--- src/rtl/spec_payload_serializer.sv ---
// Serializes whole spectra popped from pre_data_buffer into a byte stream,
// prefixed by a 4-byte big-endian sequence header per packet of N_SPECS spectra.
module spec_payload_serializer #(
    parameter int unsigned N           = 8,
    parameter int unsigned DATA_POINTS = 5,
    parameter int unsigned N_SPECS     = 3
) (
    input  logic          eth_clk,
    input  logic          rst_n,
    input  logic          enable,
    input  logic [N-1:0]  buf_data [DATA_POINTS],
    input  logic          buf_rvalid,
    input  logic          buf_empty,
    output logic          buf_rready,
    output logic [7:0]    m_tdata,
    output logic          m_tvalid,
    input  logic          m_tready,
    output logic          m_tlast,
    output logic [31:0]   pkt_seq,
    output logic          busy
);

    localparam int unsigned B  = N / 8;
    localparam int unsigned BW = (B > 1) ? $clog2(B) : 1;
    localparam int unsigned PW = (DATA_POINTS > 1) ? $clog2(DATA_POINTS) : 1;
    localparam int unsigned SW = (N_SPECS > 1) ? $clog2(N_SPECS) : 1;
    localparam bit ONE_BYTE_SPEC = (B == 1) && (DATA_POINTS == 1);

    typedef enum logic [1:0] {IDLE, HEADER, FETCH, STREAM} state_t;

    state_t         state_q, state_d;
    logic [1:0]     hdr_q, hdr_d;
    logic [BW-1:0]  byte_q, byte_d;
    logic [PW-1:0]  pt_q, pt_d;
    logic [SW-1:0]  spec_q, spec_d;
    logic [N-1:0]   shadow_q [DATA_POINTS];
    logic [N-1:0]   shadow_d [DATA_POINTS];
    logic           buf_rready_d;
    logic [7:0]     m_tdata_d;
    logic           m_tvalid_d;
    logic           m_tlast_d;
    logic [31:0]    pkt_seq_d;
    logic           busy_d;
    logic           xfer;
    logic [BW-1:0]  nb;
    logic [PW-1:0]  np;

    // Byte idx of a data word, MSB byte first.
    function automatic logic [7:0] word_byte(input logic [N-1:0] w, input logic [BW-1:0] idx);
        int unsigned sa;
        logic [N-1:0] sh;
        sa = 8 * (B - 1 - 32'(idx));
        sh = w >> sa;
        return sh[7:0];
    endfunction

    function automatic logic [7:0] hdr_byte(input logic [31:0] seq, input logic [1:0] idx);
        logic [31:0] sh;
        sh = seq >> (8 * (3 - 32'(idx)));
        return sh[7:0];
    endfunction

    assign xfer = m_tvalid && m_tready;

    // Next-state and next-output logic
    always_comb begin
        state_d      = state_q;
        hdr_d        = hdr_q;
        byte_d       = byte_q;
        pt_d         = pt_q;
        spec_d       = spec_q;
        shadow_d     = shadow_q;
        buf_rready_d = buf_rready;
        m_tdata_d    = m_tdata;
        m_tvalid_d   = m_tvalid;
        m_tlast_d    = m_tlast;
        pkt_seq_d    = pkt_seq;
        nb           = '0;
        np           = '0;

        case (state_q)
            IDLE: begin
                if (enable && !buf_empty) begin
                    state_d    = HEADER;
                    hdr_d      = 2'd0;
                    m_tvalid_d = 1'b1;
                    m_tlast_d  = 1'b0;
                    m_tdata_d  = hdr_byte(pkt_seq, 2'd0);
                end
            end
            HEADER: begin
                if (xfer) begin
                    if (hdr_q == 2'd3) begin
                        state_d      = FETCH;
                        m_tvalid_d   = 1'b0;
                        buf_rready_d = 1'b1;
                    end else begin
                        hdr_d     = hdr_q + 2'd1;
                        m_tdata_d = hdr_byte(pkt_seq, hdr_q + 2'd1);
                    end
                end
            end
            FETCH: begin
                if (buf_rvalid && buf_rready) begin
                    shadow_d     = buf_data;
                    buf_rready_d = 1'b0;
                    state_d      = STREAM;
                    byte_d       = '0;
                    pt_d         = '0;
                    m_tvalid_d   = 1'b1;
                    m_tdata_d    = word_byte(buf_data[0], '0);
                    m_tlast_d    = ONE_BYTE_SPEC && (spec_q == SW'(N_SPECS - 1));
                end
            end
            STREAM: begin
                if (xfer) begin
                    if (byte_q == BW'(B - 1) && pt_q == PW'(DATA_POINTS - 1)) begin
                        m_tvalid_d = 1'b0;
                        m_tlast_d  = 1'b0;
                        if (spec_q == SW'(N_SPECS - 1)) begin
                            state_d   = IDLE;
                            spec_d    = '0;
                            pkt_seq_d = pkt_seq + 32'd1;
                        end else begin
                            state_d      = FETCH;
                            spec_d       = spec_q + SW'(1);
                            buf_rready_d = 1'b1;
                        end
                    end else begin
                        if (byte_q == BW'(B - 1)) begin
                            nb = '0;
                            np = pt_q + PW'(1);
                        end else begin
                            nb = byte_q + BW'(1);
                            np = pt_q;
                        end
                        byte_d    = nb;
                        pt_d      = np;
                        m_tdata_d = word_byte(shadow_q[np], nb);
                        m_tlast_d = (spec_q == SW'(N_SPECS - 1)) && (nb == BW'(B - 1))
                                    && (np == PW'(DATA_POINTS - 1));
                    end
                end
            end
            default: state_d = IDLE;
        endcase

        busy_d = (state_d != IDLE);
    end

    // State and registered outputs
    always_ff @(posedge eth_clk or negedge rst_n) begin
        if (!rst_n) begin
            state_q    <= IDLE;
            hdr_q      <= '0;
            byte_q     <= '0;
            pt_q       <= '0;
            spec_q     <= '0;
            for (int i = 0; i < int'(DATA_POINTS); i++) shadow_q[i] <= '0;
            buf_rready <= 1'b0;
            m_tdata    <= '0;
            m_tvalid   <= 1'b0;
            m_tlast    <= 1'b0;
            pkt_seq    <= '0;
            busy       <= 1'b0;
        end else begin
            state_q    <= state_d;
            hdr_q      <= hdr_d;
            byte_q     <= byte_d;
            pt_q       <= pt_d;
            spec_q     <= spec_d;
            shadow_q   <= shadow_d;
            buf_rready <= buf_rready_d;
            m_tdata    <= m_tdata_d;
            m_tvalid   <= m_tvalid_d;
            m_tlast    <= m_tlast_d;
            pkt_seq    <= pkt_seq_d;
            busy       <= busy_d;
        end
    end

endmodule

--- config.mk ---
export PLATFORM = sky130hd
export DESIGN_NAME = spec_payload_serializer
export DESIGN_NICKNAME = d
export VERILOG_FILES = /design/src/rtl/spec_payload_serializer.sv
export SDC_FILE = /design/constraint.sdc
export NUM_CORES = 1
export LEC_CHECK = 0
export CAP_MARGIN = 10
export CELL_PAD_IN_SITES_DETAIL_PLACEMENT = 0
export CELL_PAD_IN_SITES_GLOBAL_PLACEMENT = 1
export CORE_AREA = 2 2 111 113
export CTS_BUF_LIST = sky130_fd_sc_hd__clkbuf_8
export CTS_CLUSTER_DIAMETER = 120
export DETAILED_ROUTE_END_ITERATION = 8
export DIE_AREA = 0 0 113 115
export PLACE_DENSITY = 0.77
export SYNTH_ARGS = -nofsm -noshare
export SYNTH_HDL_FRONTEND = slang
export SYNTH_SLANG_ARGS = --single-unit
--- constraint.sdc ---
create_clock -name eth_clk -period 2.5 [get_ports eth_clk]
set_input_delay 0.375 -clock eth_clk [delete_from_list [all_inputs] [get_ports eth_clk]]
set_output_delay 0.375 -clock eth_clk [all_outputs]
set_load 0.01 [all_outputs]
==> run summary <==
The tools report the reg-to-reg setup timing slack as 190 ps. The die is 115 um tall. The kind of cell adding the most delay to the critical path is compound AO/OA/AOI/OAI gates. The number of enable-type register cells in the synthesized netlist came out at 0.

The cell count after synthesis came out at 490. The worst path uses 92.3% of the clock period. The clock reaches the later pin of the worst-skew pair after 380 ps.

The critical path crosses 6 cells after its start point. The setup path with the least slack is of type reg -> reg. The via density per instance came out at 5.30. The cell sitting at the root of the clock tree is a clkbuf_8.

Buffers plus inverters on the worst setup path: 1. The count of cells along the worst hold path is 2. The signal on the critical path passes through inv_1 > ha_1 > mux4_2 > a222oi_1 > o21ai_0 > a22o_1. Biggest cell delay along the critical path: 580 ps. In this run the core area contains 40 standard-cell rows. The share of final-layout standard cells stronger than drive strength 1 came out at 13.5%. STA puts the critical path data required time at 2770 ps.

Clock-pin slew was measured on the worst setup and hold paths at 90 ps. For the H-tree level count, the log shows 3. Setup repair after global routing left no endpoint under its margin. After floorplanning, the core was sized to cover 11800 sq um.

The final layout contains routed wiring with a total length of 12.7 mm. The clock passes through at most 2 buffers. The number of clock buffers added by TritonCTS is 9. The floorplan die width was 113 um. The tools report the placed instance area as 5900 sq um.

The worst register-to-register path begins at pt_q[1]$_DFFE_PN0P_. The largest fanout on the critical path was 10; the maximum frequency from static timing analysis was 433 MHz. The post-synthesis async set-or-reset flop share was 100%; the measured slew at the worst slew-check pin was 720 ps. The routed wire length per instance is 17.2 um, and the worst vdd rail ir drop is 0.393 mV. 0 antenna diodes ended up in the layout. TritonCTS built the clock tree. The post-cts sizing count was 0; the post-synthesis instance area was 4770 sq um.

The mean area per synthesized cell came out at 9.74 sq um. The total count of max-transition violations in the final report is 0. The tightest min-delay check is of the reg -> reg type. The multi-input combinational cells in the finished layout cover a total of 2310 sq um. For the length of the first detailed-routing pass in iterations, the log shows 7.

The number of setup buffers added after CTS is 0. The number of fill cells came out at 1146. The net count of the finished layout is 640. For this configuration, the core starts out at a cell density of 40.4%.

In this run, synthesis produced a sequential element count of 93. Measured in cells, the most critical reg-to-reg path has a length of 6. For this block, the initial DRC count from the detailed router was 208. The worst path in the final design needs a cycle of 2310 ps, including I/O delays and setup. Entering global routing, the biggest net connects 42 pins. The run gives 93 as the clock sink count.

Across every metal layer, demand over resource in global routing totals 20.2%. In the final layout, flip-flops and latches occupy 2330 sq um. Relative to the synthesized area, the layout overhead comes to 28.0%.

90 I/O pins were placed. The logs give 51.7% for the utilization after layout and 0 for the number of nets still failing antenna checks after routing. The number of different library cells used by synthesis comes to 56.

Leaving out fill and tap cells, the most frequent cell in the layout is nand2_1. The congestion estimate from routability-driven global placement came to 0.875. After routing, the total negative slack on setup checks comes to 0 ps. The fraction of the yosys area taken by sequential cells was 48.8%; the clock tree skew after final layout was 12.0 ps. The count of unresolved DRC violations after routing was 8; the power density of the placed cells was 845 nW/um^2. The startpoint identified for the worst hold timing path is shadow_q[16]$_DFFE_PN0P_.

The most used flip-flop cell after synthesis was dfrtp_1. The tools report the critical path capture point type as a flip-flop. The final route contains 3927 vias. The endpoint identified for the worst register-to-register timing path is m_tdata[1]$_DFFE_PN0P_. STA classifies the critical path startpoint as a flip-flop. For this design, the slowest cell found on the critical path is ha_1. The floorplan step defined a die boundary enclosing 13000 sq um. For the number of failing hold endpoints at the final stage, the log shows 0. The wire-length estimate of the detail-placed layout is 9.34 mm. STA puts the critical path data arrival time at 2580 ps. The number of warnings issued by yosys was 0; the via count of the first global-routing pass was 3841.

In this run the tool buffered the top-level ports with 89 buffer cells. Setup violations remaining at the end of the flow were counted as 0. The library cells used most frequently in the layout, excluding fill and tap cells, are nand2_1, dfrtp_1, clkdlybuf4s50_1. The flow ran to the end, but the final reports show violations. The destination of the worst hold path is shadow_q[16]$_DFFE_PN0P_. The final reports fail on design-rule violations. The analysis attributes to cell leakage a power of 2.86 nW.

The total non-filler cell area in the finished layout is 6110 sq um, and the number of nets in the synthesized netlist is 541. The logs give 0 for the initial antenna violation count and 0 for the total of max-cap violations. The worst-case headroom to the max-slew limit was 52.0%. Number of hold buffers added after CTS: 1. The first global-routing pass estimated 20.5 mm of wire. Global routing finished with a remaining overflow of 0.
-- cell type report --
cell class              instances  share of cell area (%)
well taps                     147                    3.01
inverters                       7                   0.430
repair buffers                111                    17.5
clock buffers                  10                    2.25
clock inverters                 6                   0.901
flip-flops and latches         93                    38.1
multi-input cells             367                    37.8
-- flip-flops by register name, indices dropped and copies added (netlist names), 2 cells and up --
signal / cells
m_tdata: 8
shadow_q: 40
state_q: 2
spec_q: 2
hdr_q: 2
pkt_seq: 32
pt_q: 3
-- worst register-to-register path: cells and delay by family, from the launching register on --
kind	cells	cell delay (ps)
buf+inv	1	70
flops	1	400
fa+ha+maj	1	580
mux	1	380
compound gates	3	770
-- cell families (layout without fill, tap and decap cells) --
logic type / count (synthesis) / in the layout / synth area share, %
muxes: 23 / 23 / 7.32
buffers and inverters: 30 / 134 / 2.96
xor gates and xnor gates: 32 / 32 / 5.87
DFF: 93 / 93 / 48.8
adders and majority gates: 5 / 5 / 1.31
and+or+nand+nor: 238 / 238 / 23.8
AOI/OAI and AO/OA: 69 / 69 / 9.99
-- Yosys cell counts, types with 4 or more instances --
cell type,count,area [sq um]
a22o_1,7,61.3
mux2_2,15,169
inv_1,6,22.5
mux4_2,8,180
o21ai_1,5,25.0
xnor2_1,15,131
dfrtp_1,93,2330
o21ai_0,9,45.0
a222oi_1,7,70.1
a31oi_1,4,25.0
xor2_1,17,149
clkbuf_1,14,52.6
o22ai_1,9,56.3
nand3_1,15,75.1
nor3_1,5,25.0
and4_1,7,61.3
nor3_2,5,50.1
ha_1,5,62.6
nand2_1,150,563
a21oi_1,11,55.1
nand2b_1,4,25.0
nor2_1,28,105
-- stage by stage --
step / worst slack [ps] / total power, W / hold WS [ps] / std cells
2_1_floorplan: 218 / 0.00342 / 79.4 / 490
3_3_place_gp: 173 / 0.00410 / 386 / 724
3_5_place_dp: 137 / 0.00416 / 390 / 724
4_1_cts: 185 / 0.00519 / 483 / 741
5_1_grt: 84.1 / 0.00553 / 497 / 741
6_report: 192 / 0.00516 / 477 / 741
-- layer usage --
layer  vias to the layer above  routed length [um]  GRT usage (%)  part of all wire (%)
met5                         -                   0              0                     0
met4                         0                 135           5.20                   1.1
met3                        11                 593           4.69                   4.7
met2                       105                6070           32.1                    48
met1                      1924                5930           28.2                    47
li1                       1887                   -              -                     -
-- report_power, final --
group / total [W] / internal, W / switching [W]
Sequential: 0.00205 / 0.00183 / 0.000223
Clock: 0.00102 / 0.000480 / 0.000540
Combinational: 0.00209 / 0.000955 / 0.00114
-- worst max-delay path by stage --
stage | startpoint | end
2_1_floorplan | pt_q[0]$_DFFE_PN0P_ | m_tdata[6]$_DFFE_PN0P_
3_3_place_gp | m_tready | pkt_seq[30]$_DFFE_PN0P_
3_5_place_dp | m_tready | pkt_seq[26]$_DFFE_PN0P_
4_1_cts | pt_q[1]$_DFFE_PN0P_ | m_tdata[5]$_DFFE_PN0P_
5_1_grt | pt_q[1]$_DFFE_PN0P_ | m_tdata[1]$_DFFE_PN0P_
6_report | pt_q[1]$_DFFE_PN0P_ | m_tdata[1]$_DFFE_PN0P_
(Power assumes the default switching activity.)
